--- config.mk ---
export PLATFORM = sky130hd
export DESIGN_NAME = uart_tx_arbiter_flat
export DESIGN_NICKNAME = d
export VERILOG_FILES = /design/src/rtl/uart_tx_arbiter_if.sv /design/src/rtl/uart_tx_arbiter.sv /design/src/flat_wrapper.sv
export SDC_FILE = /design/constraint.sdc
export NUM_CORES = 1
export LEC_CHECK = 0
export CORE_MARGIN = 2
export CORE_UTILIZATION = 48
export CTS_CLUSTER_SIZE = 16
export DETAILED_ROUTE_END_ITERATION = 7
export PLACE_DENSITY = 0.76
export REMOVE_ABC_BUFFERS = 1
export SLEW_MARGIN = 20
export SYNTH_ARGS = -nofsm -noshare
export SYNTH_HDL_FRONTEND = slang
export SYNTH_SLANG_ARGS = --single-unit
--- constraint.sdc ---
create_clock -name i_clk -period 2.3 [get_ports i_clk]
set_clock_uncertainty 0.2 [all_clocks]
set_input_delay 0.69 -clock i_clk [delete_from_list [all_inputs] [get_ports i_clk]]
set_output_delay 0.69 -clock i_clk [all_outputs]
set_load 0.01 [all_outputs]
--- src/rtl/uart_tx_arbiter_if.sv ---
// Requester-side byte handshake plus the uart_tx data/ready/next pair.
// The arbiter takes the slave modport; the requesters and transmitter take the master side.
interface uart_tx_arbiter_if #(
   parameter int NREQ   = 4,
   parameter int DATA_W = 8
);
   logic [NREQ-1:0]        i_req;
   logic [NREQ-1:0]        i_lock;
   logic [NREQ*DATA_W-1:0] i_data;
   logic [NREQ-1:0]        o_ack;
   logic [NREQ-1:0]        o_grant;
   logic [DATA_W-1:0]      o_tx_data;
   logic                   o_tx_ready;
   logic                   i_tx_next;

   modport slave (
      input  i_req, i_lock, i_data, i_tx_next,
      output o_ack, o_grant, o_tx_data, o_tx_ready
   );

   modport master (
      output i_req, i_lock, i_data, i_tx_next,
      input  o_ack, o_grant, o_tx_data, o_tx_ready
   );
endinterface

--- src/rtl/uart_tx_arbiter.sv ---
// Round-robin (with burst-capped locking) share of one uart_tx; ack 1 edge after request,
// byte offered only after o_next is seen, held until o_next drops or the timeout drops it.
module uart_tx_arbiter #(
   parameter int NREQ      = 4,
   parameter int DATA_W    = 8,
   parameter int MAX_BURST = 16,
   parameter int TIMEOUT   = 65535
) (
   input  logic                    i_clk,
   input  logic                    i_rst_n,
   uart_tx_arbiter_if.slave        bus,
   output logic                    o_busy,
   output logic                    o_timeout,
   input  logic                    i_clr_timeout
);

   localparam int LW = (NREQ > 1) ? $clog2(NREQ) : 1;
   localparam int BW = $clog2(MAX_BURST + 1);
   localparam int TW = $clog2(TIMEOUT + 1);

   typedef enum logic [1:0] {ARB, WAIT, OFFER} state_t;

   state_t              state_q, state_d;
   logic [LW-1:0]       last_q, last_d;
   logic                lock_q, lock_d;
   logic [BW-1:0]       burst_q, burst_d;
   logic [TW-1:0]       tmo_q, tmo_d;
   logic [NREQ-1:0]     ack_q, ack_d;
   logic [NREQ-1:0]     grant_q, grant_d;
   logic [DATA_W-1:0]   data_q, data_d;
   logic                rdy_q, rdy_d;
   logic                tout_q, tout_d;

   logic                lock_use;
   logic                go;
   logic [LW-1:0]       g;
   logic [LW:0]         rr;
   logic                fire;

   // Scanning downward leaves the requester closest after 'last' as the final hit.
   function automatic logic [LW:0] rr_pick(input logic [NREQ-1:0] req, input logic [LW-1:0] last);
      logic [LW:0] r;
      int          idx;
      r = '0;
      for (int i = NREQ; i >= 1; i--) begin
         idx = (int'(last) + i) % NREQ;
         if (req[idx]) r = {1'b1, LW'(idx)};
      end
      return r;
   endfunction

   always_comb begin
      state_d  = state_q;
      last_d   = last_q;
      lock_d   = lock_q;
      burst_d  = burst_q;
      tmo_d    = tmo_q;
      ack_d    = '0;
      grant_d  = grant_q;
      data_d   = data_q;
      rdy_d    = rdy_q;
      tout_d   = tout_q;
      lock_use = lock_q && bus.i_lock[last_q] && (burst_q < BW'(MAX_BURST));
      rr       = rr_pick(bus.i_req, last_q);
      go       = lock_use ? bus.i_req[last_q] : rr[LW];
      g        = lock_use ? last_q : rr[LW-1:0];
      fire     = (tmo_q == TW'(TIMEOUT - 1));

      if (i_clr_timeout) tout_d = 1'b0;

      case (state_q)
         ARB: begin
            if (!bus.i_lock[last_q]) lock_d = 1'b0;
            if (go) begin
               data_d     = bus.i_data[g*DATA_W +: DATA_W];
               ack_d[g]   = 1'b1;
               grant_d    = '0;
               grant_d[g] = 1'b1;
               last_d     = g;
               lock_d     = bus.i_lock[g];
               burst_d    = lock_use ? ((burst_q == '1) ? burst_q : burst_q + 1'b1) : BW'(1);
               tmo_d      = '0;
               state_d    = WAIT;
            end
         end
         WAIT: begin
            if (fire) begin
               rdy_d   = 1'b0;
               tout_d  = 1'b1;
               state_d = ARB;
            end else begin
               tmo_d = tmo_q + 1'b1;
               if (bus.i_tx_next) begin
                  rdy_d   = 1'b1;
                  state_d = OFFER;
               end
            end
         end
         OFFER: begin
            if (fire) begin
               rdy_d   = 1'b0;
               tout_d  = 1'b1;
               state_d = ARB;
            end else begin
               tmo_d = tmo_q + 1'b1;
               // o_next falling while ready is high means uart_tx latched the byte.
               if (!bus.i_tx_next) begin
                  rdy_d   = 1'b0;
                  state_d = ARB;
               end
            end
         end
         default: state_d = ARB;
      endcase
   end

   always_ff @(posedge i_clk or negedge i_rst_n) begin
      if (!i_rst_n) begin
         state_q <= ARB;
         last_q  <= LW'(NREQ - 1);
         lock_q  <= 1'b0;
         burst_q <= '0;
         tmo_q   <= '0;
         ack_q   <= '0;
         grant_q <= '0;
         data_q  <= '0;
         rdy_q   <= 1'b0;
         tout_q  <= 1'b0;
      end else begin
         state_q <= state_d;
         last_q  <= last_d;
         lock_q  <= lock_d;
         burst_q <= burst_d;
         tmo_q   <= tmo_d;
         ack_q   <= ack_d;
         grant_q <= grant_d;
         data_q  <= data_d;
         rdy_q   <= rdy_d;
         tout_q  <= tout_d;
      end
   end

   assign bus.o_ack      = ack_q;
   assign bus.o_grant    = grant_q;
   assign bus.o_tx_data  = data_q;
   assign bus.o_tx_ready = rdy_q;
   assign o_busy         = (state_q != ARB);
   assign o_timeout      = tout_q;

endmodule

--- src/flat_wrapper.sv ---
// flat-port wrapper written by rule: the top's interface ports become plain ports
module uart_tx_arbiter_flat 
#(
   parameter int NREQ      = 4,
   parameter int DATA_W    = 8,
   parameter int MAX_BURST = 16,
   parameter int TIMEOUT   = 65535
)
  (i_clk, i_rst_n, o_busy, o_timeout, i_clr_timeout, bus_i_req, bus_i_lock, bus_i_data, bus_i_tx_next, bus_o_ack, bus_o_grant, bus_o_tx_data, bus_o_tx_ready);
  uart_tx_arbiter_if #(.NREQ(NREQ), .DATA_W(DATA_W)) bus_i ();
  input  logic i_clk;
  input  logic i_rst_n;
  output logic o_busy;
  output logic o_timeout;
  input  logic i_clr_timeout;
  input wire logic [$bits(bus_i.i_req)-1:0] bus_i_req;
  input wire logic [$bits(bus_i.i_lock)-1:0] bus_i_lock;
  input wire logic [$bits(bus_i.i_data)-1:0] bus_i_data;
  input wire logic [$bits(bus_i.i_tx_next)-1:0] bus_i_tx_next;
  output wire logic [$bits(bus_i.o_ack)-1:0] bus_o_ack;
  output wire logic [$bits(bus_i.o_grant)-1:0] bus_o_grant;
  output wire logic [$bits(bus_i.o_tx_data)-1:0] bus_o_tx_data;
  output wire logic [$bits(bus_i.o_tx_ready)-1:0] bus_o_tx_ready;
  assign bus_i.i_req = bus_i_req;
  assign bus_i.i_lock = bus_i_lock;
  assign bus_i.i_data = bus_i_data;
  assign bus_i.i_tx_next = bus_i_tx_next;
  assign bus_o_ack = bus_i.o_ack;
  assign bus_o_grant = bus_i.o_grant;
  assign bus_o_tx_data = bus_i.o_tx_data;
  assign bus_o_tx_ready = bus_i.o_tx_ready;
  uart_tx_arbiter #(.NREQ(NREQ), .DATA_W(DATA_W), .MAX_BURST(MAX_BURST), .TIMEOUT(TIMEOUT)) u_core (.i_clk(i_clk), .i_rst_n(i_rst_n), .bus(bus_i), .o_busy(o_busy), .o_timeout(o_timeout), .i_clr_timeout(i_clr_timeout));
endmodule
=== Yosys cells after proc, flatten, opt, wreduce, memory -nomap -nowiden ===
Cells that the tools add are included.

* Word-level logic and storage cells: 106
* Latch bits: 0
* Memories: 0
* Memory bits (read-only): 0
* Bits in registers: 44
* Input bits: 44
* Bits in writable memories: 0

* Reduce and logical (&&, ||, !) cells: 18
* Order comparisons: 8
* Multiplexer cells: 49
* Shifts and indexed selects: 1
* Bitwise gates (word level): 4
* Add/subtract/negate cells: 6
* Divide/modulo/power cells: 0
* Eq/ne operators: 10
* Multipliers: 0

{| class="wikitable"
|+ Operator list
! kind !! number
|-
| $mux W16 || 2
|-
| $pmux W16 S2 || 1
|-
| $shiftx A32 B6 Y8 || 1
|-
| $mux W1 || 22
|-
| $add A16 B1 Y16 const B || 1
|-
| $eq A16 B16 Y1 const B || 1
|-
| $lt A3 B4 Y1 const B || 4
|-
| $bmux W1 S2 || 7
|-
| $mux W2 || 6
|-
| $mux W3 || 4
|-
| $reduce_and A3 Y1 || 4
|-
| $mux W5 || 2
|-
| $reduce_or A2 Y1 || 5
|-
| $mux W4 || 2
|-
| $lt A2 B3 Y1 const B || 2
|-
| $ne A3 B2 Y1 const B || 2
|-
| $pmux W2 S3 || 1
|-
| $reduce_bool A2 Y1 || 3
|-
| $add A5 B1 Y5 const B || 1
|-
| $eq A5 B5 Y1 const B || 1
|-
| $lt A5 B5 Y1 const B || 1
|-
| $add A2 B1 Y2 const B || 2
|-
| $add A2 B2 Y2 const B || 2
|-
| $and A1 B1 Y1 const A || 4
|-
| other kinds (10) || 15
|}

=== Logic depth before layout (Yosys ltp) ===
Gate-level depths: netlist of the first run.

* Depth in word-level cells: 17
* Depth in mapped cells: 9
* Gate-level depth less buffers: 8

=== Worst setup path after synthesis of the first run ===
Ideal clock, no wire load.

* Kind: input to register
* Start point: in bus_i_req[0]
* End point: reg u_core.state_q[1]
* Arrival: 2,266 ps
* Buffers on the path: 1
* Stages on the path: 6
* Slack: -307 ps
* Path through: buf_2 > mux4_1 > a311o_2 > a31o_2 > a2bb2oi_1 > o22ai_1

* Longest elaborated chain between the ends: 10
* Elaborated cells on any way between the ends: 21
* Those cells by class: eq/ne: 1; mux: 19; reduce/logical: 1

{| class="wikitable"
|+ Ends and longest elaborated chain
! item !! RTL line !! RTL
|-
| start: declaration || flat_wrapper.sv:16 || <nowiki>input wire logic [$bits(bus_i.i_req)-1:0] bus_i_req;</nowiki>
|-
| $bmux W1 S2 || uart_tx_arbiter.sv:47 || <nowiki>if (req[idx]) r = {1'b1, LW'(idx)};</nowiki>
|-
| $mux W1 (not written as such) (2 in a row) || uart_tx_arbiter.sv:47 ||
|-
| $mux W3 (4 in a row) || uart_tx_arbiter.sv:47 ||
|-
| $mux W1 * || uart_tx_arbiter.sv:65 || <nowiki>go = lock_use ? bus.i_req[last_q] : rr[LW];</nowiki>
|-
| $ne A2 B1 Y1 (no line) * || -- ||
|-
| $reduce_and A3 Y1 (no line) * || -- ||
|-
| end signal: assignment || uart_tx_arbiter.sv:130 || <nowiki>state_q <= state_d;</nowiki>
|-
| end: declaration || uart_tx_arbiter.sv:23 || <nowiki>state_t state_q, state_d;</nowiki>
|}

Every way passes the cells marked *; elsewhere a longest branch is shown, timed or not. The select of a mux whose other input is x is not followed.
A chain may end at the register's enable or synchronous reset.

=== Worst setup path after layout of the first run ===
* Start point: reg u_core.last_q[0]
* End point: reg u_core.tmo_q[5]

* Longest elaborated chain between the ends: 11
* Elaborated cells on any way between the ends: 29
* Those cells by class: add/sub: 4; eq/ne: 1; mux: 21; reduce/logical: 3

{| class="wikitable"
|+ Ends and longest elaborated chain
! item !! RTL line !! RTL
|-
| start: declaration || uart_tx_arbiter.sv:24 || <nowiki>logic [LW-1:0] last_q, last_d;</nowiki>
|-
| start signal: assignment || uart_tx_arbiter.sv:120 || <nowiki>last_q <= LW'(NREQ - 1);</nowiki>
|-
| start signal: assignment || uart_tx_arbiter.sv:131 || <nowiki>last_q <= last_d;</nowiki>
|-
| $add A2 B1 Y2 || uart_tx_arbiter.sv:46 || <nowiki>idx = (int'(last) + i) % NREQ;</nowiki>
|-
| $bmux W1 S2 || uart_tx_arbiter.sv:47 ||
|-
| $mux W1 (not written as such) (2 in a row) || uart_tx_arbiter.sv:47 ||
|-
| $mux W3 (4 in a row) || uart_tx_arbiter.sv:47 ||
|-
| $mux W1 * || uart_tx_arbiter.sv:65 ||
|-
| $ne A2 B1 Y1 (no line) * || -- ||
|-
| $reduce_and A3 Y1 (no line) * || -- ||
|-
| end signal: assignment || uart_tx_arbiter.sv:134 || <nowiki>tmo_q <= tmo_d;</nowiki>
|-
| end: declaration || uart_tx_arbiter.sv:27 || <nowiki>logic [TW-1:0] tmo_q, tmo_d;</nowiki>
|}

Marked as above.

==> results of run 1 <==
[power breakdown]
group | internal (W) | switching, W | total (W)
Combinational | 0.00242 | 0.00255 | 0.00497
Sequential | 0.00102 | 0.000207 | 0.00123
Clock | 0.000384 | 0.000301 | 0.000685
Total | 0.00382 | 0.00306 | 0.00689
[worst max-delay path, cell delays in order (launching register included)]
cell and delay, ns:
dfstp_2 0.64, buf_12 0.13, mux4_2 0.54, a311o_2 0.45
buf_6 0.17, nand4b_4 0.10, o21ai_0 0.14, a21oi_2 0.20
[registers in the layout (all words and copies together), names as in the netlist]
signal and count:
u_core.bus.o_tx_ready 1, u_core.bus.o_grant 4, u_core.o_timeout 1, u_core.lock_q 1, u_core.bus.o_ack 4, u_core.tmo_q 16, u_core.bus.o_tx_data 8, u_core.state_q 2
u_core.last_q 2, u_core.burst_q 5
[layout by cell type, fill, tap and decap left out, types with 3 or more instances in the layout]
master / netlist / routed
a211o_1: 8 / 8
a21o_1: 3 / 3
a21oi_1: 21 / 11
a21oi_2: 0 / 8
a31oi_1: 5 / 3
and2_1: 5 / 3
and3_1: 5 / 5
and3b_1: 3 / 3
buf_12: 0 / 4
buf_2: 10 / 3
buf_4: 2 / 54
buf_6: 3 / 19
buf_8: 0 / 3
clkbuf_8: 0 / 7
clkdlybuf4s50_1: 0 / 52
dfrtp_1: 42 / 42
dlygate4sd2_1: 0 / 5
ha_1: 7 / 6
inv_1: 13 / 11
mux2i_1: 9 / 9
nand2_1: 37 / 27
nand2_2: 0 / 7
nand2b_1: 16 / 16
nand3_1: 10 / 4
nand3_2: 0 / 5
nand4_1: 4 / 4
nor2_1: 17 / 12
nor2_2: 0 / 4
nor3_1: 5 / 4
nor3b_1: 6 / 5
o21ai_0: 23 / 10
o21ai_1: 3 / 4
o21ai_2: 0 / 11
o22ai_1: 16 / 16
o311ai_1: 7 / 7
or2_2: 3 / 3
or2b_1: 3 / 3
or3_1: 15 / 12
or3_4: 1 / 5
xor2_1: 5 / 4
[cell type report]
class	instances	area (µm²)
Timing Repair Buffer	145	1420
Tap cell	77	96.3
Fill cell	368	1290
Sequential cell	44	1100
Clock inverter	1	30.0
Clock buffer	7	96.3
Multi-Input combinational cell	292	2380
Inverter	13	48.8
[synth_stat cells, types with 3 or more instances]
cell type	instances
or3_1	15
nor3_1	5
dfrtp_1	42
buf_2	10
o21a_1	3
nor2_1	17
o22ai_1	16
nand2b_1	16
or2b_1	3
a21oi_1	21
mux2i_1	9
and2_1	5
a31o_2	4
and3b_1	3
clkbuf_1	7
a31oi_1	5
o31ai_1	4
nand2_1	37
nand4_1	4
o21ai_1	3
nor3b_1	6
a21o_1	3
inv_1	13
xor2_1	5
o21ai_0	23
o311ai_1	7
nand3_1	10
a22oi_1	3
and3_1	5
a211o_1	8
or2_2	3
ha_1	7
nor2b_1	3
buf_6	3
[stage by stage]
step                worst slack (ns)  setup TNS (ns)
floorplan                     -0.712          -16.33
global placement              -0.821          -30.49
detailed placement            -0.902          -33.63
CTS                           -0.234           -5.70
global route                  -0.391           -9.90
finish                        -0.362           -8.50
[layer usage]
layer	vias up	share of wire, %
li1	1650	-
met4	0	6.2
met5	-	0
met3	81	8.3
met1	1853	36
met2	276	50
[logic make-up after synthesis]
| logic type | share of synthesized area (%) |
|---|---|
| fa+ha+maj | 2.70 |
| compound gates | 26.3 |
| mux | 4.40 |
| flops | 34.0 |
| xor+xnor | 1.89 |
| buf+inv | 5.48 |
| simple gates | 25.2 |
[worst min-delay path by stage]
| stage | end | from | slack, ns | cells after the start |
|---|---|---|---|---|
| floorplan | u_core.burst_q[0] | i_rst_n | 0.19 | 0 |
| global placement | u_core.burst_q[3] | u_core.burst_q[3] | 0.26 | 1 |
| detailed placement | u_core.bus.o_tx_data[4] | u_core.bus.o_tx_data[4] | 0.27 | 2 |
| CTS | u_core.bus.o_tx_data[5] | i_rst_n | 0.16 | 1 |
| global route | u_core.bus.o_tx_data[5] | i_rst_n | 0.17 | 1 |
| finish | u_core.bus.o_tx_data[4] | i_rst_n | 0.15 | 1 |
[repair_timing]
action	in CTS	in global routing
setup endpoints to repair	43	43
buffers inserted	18	5
pin swaps	19	27
gates cloned	6	1
resized for setup	75	76
==> metrics.md, run 1 <==
| Metric | Value |
|---|---|
| Total design power | `0.00689 W` |
| Worst setup startpoint | `u_core.last_q[0]` |
| Met1 usage | `34.9%` |
| Reg-to-reg startpoint | `u_core.last_q[0]` |
| Failing checks | `setup timing` |
| DR iter-0 viols | `326` |
| Slew @ Worst Pin | `0.550 ns` |
| Post-route minimum period | `2.66 ns` |
| M2 GR Usage | `53.6%` |
| Met3 track demand over resource | `5.90%` |
| Core area | `6460 µm²` |
| Util after Layout | `80.1%` |
| Layout area overhead | `59.5%` |
| LEAKAGE | `2.19 nW` |
| Chip height | `86.2 µm` |
| R2R depth | `7` |
| Top cell type by total area after synthesis | `dfrtp_1` |
| Fmax | `0.376 GHz` |
| Longest Clk Path Bufs | `2` |
| Vias in the first global route | `3797` |
| Post-route ant nets | `0` |
| Hold_buf cts | `0` |
| Synth warn | `0` |
| FP Rows | `29` |
| WP data arrival | `2.70 ns` |
| GPL Wtd Cong | `0.833` |
| Critical path class | `reg -> reg` |
| Main area contributors after synthesis | `dfrtp_1, nand2_1, o21ai_0` |
| Fin area | `5170 µm²` |
| Final Instance Count excl. Fillers | `579` |
| Final slew viol count | `0` |
| Max-cap violations | `0` |
| Post-synthesis cell count | `370` |
| Final nets | `552` |
| DR pass1 iterations | `8` |
| Initial core utilization | `50.2%` |
| Setup WS post-layout | `-0.362 ns` |
| GRT busiest layer | `met2` |
| DIE WIDTH | `86.2 µm` |
| First-pass GRT wire length | `17800 µm` |
| Drt total wl | `13000 µm` |
| Root Driver | `clkbuf_8` |
| Die ar. | `7430 µm²` |
| Drc violations | `0` |
| Period utilization | `116%` |
| Post-synthesis sequential area ratio | `34.0%` |
| EDFF count, synth | `0` |
| Pwr per Cell Area | `1330 nW/µm²` |
| Total global-route track usage | `30.5%` |
| Setup crit end kind | `flip-flop` |
| Vias | `3860` |
| CP max FO | `8` |
| Endpoints failing setup | `42` |
| RSZ-0062 raised after global routing | `true` |
| R2R Setup Slk | `-0.36 ns` |
| I/O pin count | `63` |
| Clk Latency, worst-skew pair | `0.32 ns` |
| Vias per inst | `6.67` |
| Top FF cell, synth | `dfrtp_1` |
| Netlist cell types | `67` |
| Dpl cells | `542` |
| Share of layout cells above drive strength 1 | `38.0%` |
| Largest net degree at the start of global routing | `22` |
| Average size of a mapped cell | `8.76 µm²` |
| Routed length per instance | `22.4 µm` |
| Num CTS Buffers | `5` |
| Hold Slack | `0.149 ns` |
| Top-area cell type share of the netlist area | `32.4%` |
| Startpoint types | `flip-flop` |
| Clock Pin Slew Worst Setup and Hold Paths | `0.10 ns` |
| I/O Buffers | `62` |
| Worst r2r dst | `u_core.tmo_q[5]` |
| Synth Cell Area | `3240 µm²` |
| CTS Sinks | `44` |
| Post-DP Area | `4280 µm²` |
| ANT cells | `0` |
| H-tree lvl count | `2` |
| Hold Vio Cnt, Final | `0` |
| Initial antenna violation count | `0` |
| Ys async rst share | `100%` |
| Relative slew slack | `63.3%` |
| Yosys reg bits | `44` |
| Worst hold path type | `in -> async` |
| Worst Setup EP | `u_core.tmo_q[5]` |
| Peak supply drop | `0.609 mV` |
| Total congestion overflow | `0` |
| DP HPWL | `6840 µm` |
| Required @ worst endpoint | `2.34 ns` |
| CTS tree | `yes` |
| Status | `complete, but fails checks` |
Power figures use the tool's default switching activity.
==> run 2, diff against run 1 <==
--- a/config.mk
+++ b/config.mk
@@ -5,11 +5,12 @@
 export SDC_FILE = /design/constraint.sdc
 export NUM_CORES = 1
 export LEC_CHECK = 0
+export CAP_MARGIN = 10
 export CORE_MARGIN = 2
 export CORE_UTILIZATION = 48
 export CTS_CLUSTER_SIZE = 16
 export DETAILED_ROUTE_END_ITERATION = 7
-export PLACE_DENSITY = 0.76
+export PLACE_DENSITY = 0.78
 export REMOVE_ABC_BUFFERS = 1
 export SLEW_MARGIN = 20
 export SYNTH_ARGS = -nofsm -noshare
==> run 2 against run 1 <==
Net effect: the flow still finishes with violations (setup timing); via count shrank 10%; power shrank 15%; fmax grew 2.4%; clock-buffer cell count is 2 lower; sequential cell count is the same; utilization fell by 5.1 points; combinational power shrank 19%; cell count decreased by 1.9%; hold slack gained 0.0096 ns; critical endpoint is now u_core.state_q[1]; largest cell class unchanged; highest routed layer unchanged.
==> metrics.md, run 2 (same netlist as run 1, synthesis figures left out) <==
| Metric | Value |
|---|---|
| CP top delay family | `compound AO/OA/AOI/OAI gates (unchanged)` |
| Max-cap violations | `0 (unchanged)` |
| Die ar. | `7430 µm² (unchanged)` |
| Layout area overhead | `49.3% (was 59.5%)` |
| Vias in the first global route | `3459 (was 3797)` |
| ANT cells | `0 (unchanged)` |
| Crit path largest cell delay | `0.66 ns (was 0.64 ns)` |
| Hold Vio Cnt, Final | `0 (unchanged)` |
| Relative slew slack | `73.3% (was 63.3%)` |
| Period utilization | `113% (was 116%)` |
| Total design power | `0.00586 W (was 0.00689 W)` |
| R2R Setup Slk | `-0.30 ns (was -0.36 ns)` |
| RSZ-0062 raised after global routing | `true (unchanged)` |
| Required @ worst endpoint | `2.29 ns (was 2.34 ns)` |
| Largest register FFs | `16 (unchanged)` |
| Setup crit end kind | `flip-flop (unchanged)` |
| Total global-route track usage | `26.7% (was 30.5%)` |
| Switching Fraction | `42.7% (was 44.5%)` |
| Fin area | `4840 µm² (was 5170 µm²)` |
| DP HPWL | `6680 µm (was 6840 µm)` |
| Clock Pin Slew Worst Setup and Hold Paths | `0.10 ns (about the same)` |
| WP data arrival | `2.59 ns (was 2.70 ns)` |
| Initial antenna violation count | `0 (unchanged)` |
| First-pass GRT wire length | `15800 µm (was 17800 µm)` |
| CTS tree | `yes (unchanged)` |
| CP Buf/Inv Count | `2 (unchanged)` |
| FP Rows | `29 (unchanged)` |
| Drc violations | `0 (unchanged)` |
| Post-route minimum period | `2.60 ns (was 2.66 ns)` |
| CTS Sinks | `44 (unchanged)` |
| Total congestion overflow | `0 (unchanged)` |
| Failing checks | `setup timing (unchanged)` |
| Worst setup startpoint | `u_core.last_q[0] (unchanged)` |
| GPL Wtd Cong | `0.851 (was 0.833)` |
| Final slew viol count | `0 (unchanged)` |
| Clk Latency, worst-skew pair | `0.31 ns (was 0.32 ns)` |
| Vias per inst | `6.10 (was 6.67)` |
| LEAKAGE | `2.08 nW (was 2.19 nW)` |
| Status | `complete, but fails checks (unchanged)` |
| Clock share of power | `10.2% (was 10.0%)` |
| DIE WIDTH | `86.2 µm (unchanged)` |
| P_sw | `0.00250 W (was 0.00306 W)` |
| Reg-to-reg startpoint | `u_core.last_q[0] (unchanged)` |
| Leading cell types in the layout, fill and taps excluded | `buf_4, clkdlybuf4s50_1, dfrtp_1, nand2_1 (was buf_4, clkdlybuf4s50_1, dfrtp_1, nand2_1, buf_6)` |
| Post-route ant nets | `0 (unchanged)` |
| Chip height | `86.2 µm (unchanged)` |
| Pwr per Cell Area | `1210 nW/µm² (was 1330 nW/µm²)` |
| Slowest cell on the critical path | `dfstp_2 (unchanged)` |
| Combinational power share | `68.6% (was 72.2%)` |
| DR pass1 iterations | `5 (was 8)` |
| Largest net degree at the start of global routing | `45 (was 22)` |
| Initial core utilization | `50.2% (unchanged)` |
| Slew @ Worst Pin | `0.399 ns (was 0.550 ns)` |
| I/O Buffers | `62 (unchanged)` |
| Fmax | `0.385 GHz (was 0.376 GHz)` |
| Pint | `0.00336 W (was 0.00382 W)` |
| Final nets | `541 (was 552)` |
| Total Neg Setup Slack | `-8.89 ns (was -8.50 ns)` |
| Endpoints failing setup | `42 (unchanged)` |
| Worst path depth | `7 (unchanged)` |
| Longest Clk Path Bufs | `2 (unchanged)` |
| Flop pwr share | `21.2% (was 17.9%)` |
| Drt total wl | `10300 µm (was 13000 µm)` |
| Vias | `3467 (was 3860)` |
| I/O pin count | `63 (unchanged)` |
| Setup WS post-layout | `-0.301 ns (was -0.362 ns)` |
| Worst hold path type | `in -> async (unchanged)` |
| Critical path class | `reg -> reg (unchanged)` |
| Startpoint types | `flip-flop (unchanged)` |
| Routed length per instance | `18.1 µm (was 22.4 µm)` |
| Share of layout cells above drive strength 1 | `29.3% (was 38.0%)` |
| CP max FO | `6 (was 8)` |
| Worst r2r dst | `u_core.state_q[1] (was u_core.tmo_q[5])` |
| Num CTS Buffers | `5 (unchanged)` |
| Core area | `6460 µm² (unchanged)` |
| Root Driver | `clkbuf_8 (unchanged)` |
| DR iter-0 viols | `179 (was 326)` |
| Peak supply drop | `0.551 mV (was 0.609 mV)` |
| Worst-path cell chain | `buf_12 > mux4_2 > buf_4 > a311o_1 > a31o_2 > a2bb2oi_2 > o22ai_1 (was buf_12 > mux4_2 > a311o_2 > buf_6 > nand4b_4 > o21ai_0 > a21oi_2)` |
| H-tree lvl count | `2 (unchanged)` |
| Post-DP Area | `4300 µm² (was 4280 µm²)` |
| R2R depth | `7 (unchanged)` |
| Leading cell type in the layout, fill and taps excluded | `buf_4 (unchanged)` |
| Largest Register | `u_core.tmo_q (unchanged)` |
-- run 2: cell types whose count changed in the layout (fill, tap and decap cells not counted), sizes merged --
| cell | before | now |
|---|---|---|
| a311o | 1 | 2 |
| buf | 85 | 73 |
| clkbuf | 9 | 5 |
| clkinv | 0 | 1 |
| clkinvlp | 0 | 1 |
| dlygate4sd2 | 5 | 8 |
| or3 | 17 | 16 |
-- run 2: worst max path at each step --
stage | to | slack [ns]
floorplan | u_core.tmo_q[10] | -0.71
global placement | u_core.tmo_q[1] | -0.76
detailed placement | u_core.tmo_q[2] | -0.85
global route | u_core.lock_q | -0.42
CTS | u_core.tmo_q[15] | -0.27
finish | u_core.state_q[1] | -0.30
-- run 2: per-stage QoR --
| step | setup slack, ns | utilization, % | hold slack [ns] | std cells |
|---|---|---|---|---|
| after CTS | -0.272 | 72.4 | 0.165 | 564 |
| after global routing | -0.421 | 75.0 | 0.176 | 568 |
| after global placement | -0.756 | 66.5 | 0.263 | 542 |
| final | -0.301 | 75.0 | 0.158 | 568 |
| after detailed placement | -0.854 | 66.5 | 0.275 | 542 |
| after floorplan | -0.712 | - | 0.194 | 347 |
-- run 2: repair_timing --
action,CTS,global route
hold buffers,0,0
pin swaps,15,17
gates resized for setup,49,30
hold endpoints to repair,0,0
endpoints found under the setup margin,43,43
setup buffers,10,4
cloned,4,0
-- run 2: power groups by stage --
stage | logic (W) | clock network, W | registers, W
after global routing | 0.00432 | 0.000632 | 0.00127
after CTS | 0.00377 | 0.000603 | 0.00122
after detailed placement | 0.00326 | 0 | 0.00123
final | 0.00402 | 0.000597 | 0.00124
after floorplan | 0.00172 | 0 | 0.00129
after global placement | 0.00315 | 0 | 0.00123
-- run 2: final cells by class --
class                           instances  area [µm²]
Multi-Input combinational cell        292        2190
Fill cell                             473        1620
Timing Repair Buffer                  134        1290
Sequential cell                        44        1100
Tap cell                               77        96.3
Clock buffer                            5        68.8
Inverter                               13        48.8
Clock inverter                          3        42.5
-- run 2: routing by layer --
metal	global-route usage, %	up-vias	share of wire (%)
met5	0	-	0
met4	10.8	0	2.6
met3	2.76	18	5.4
met2	47.6	144	52
met1	32.9	1681	40
li1	-	1624	-
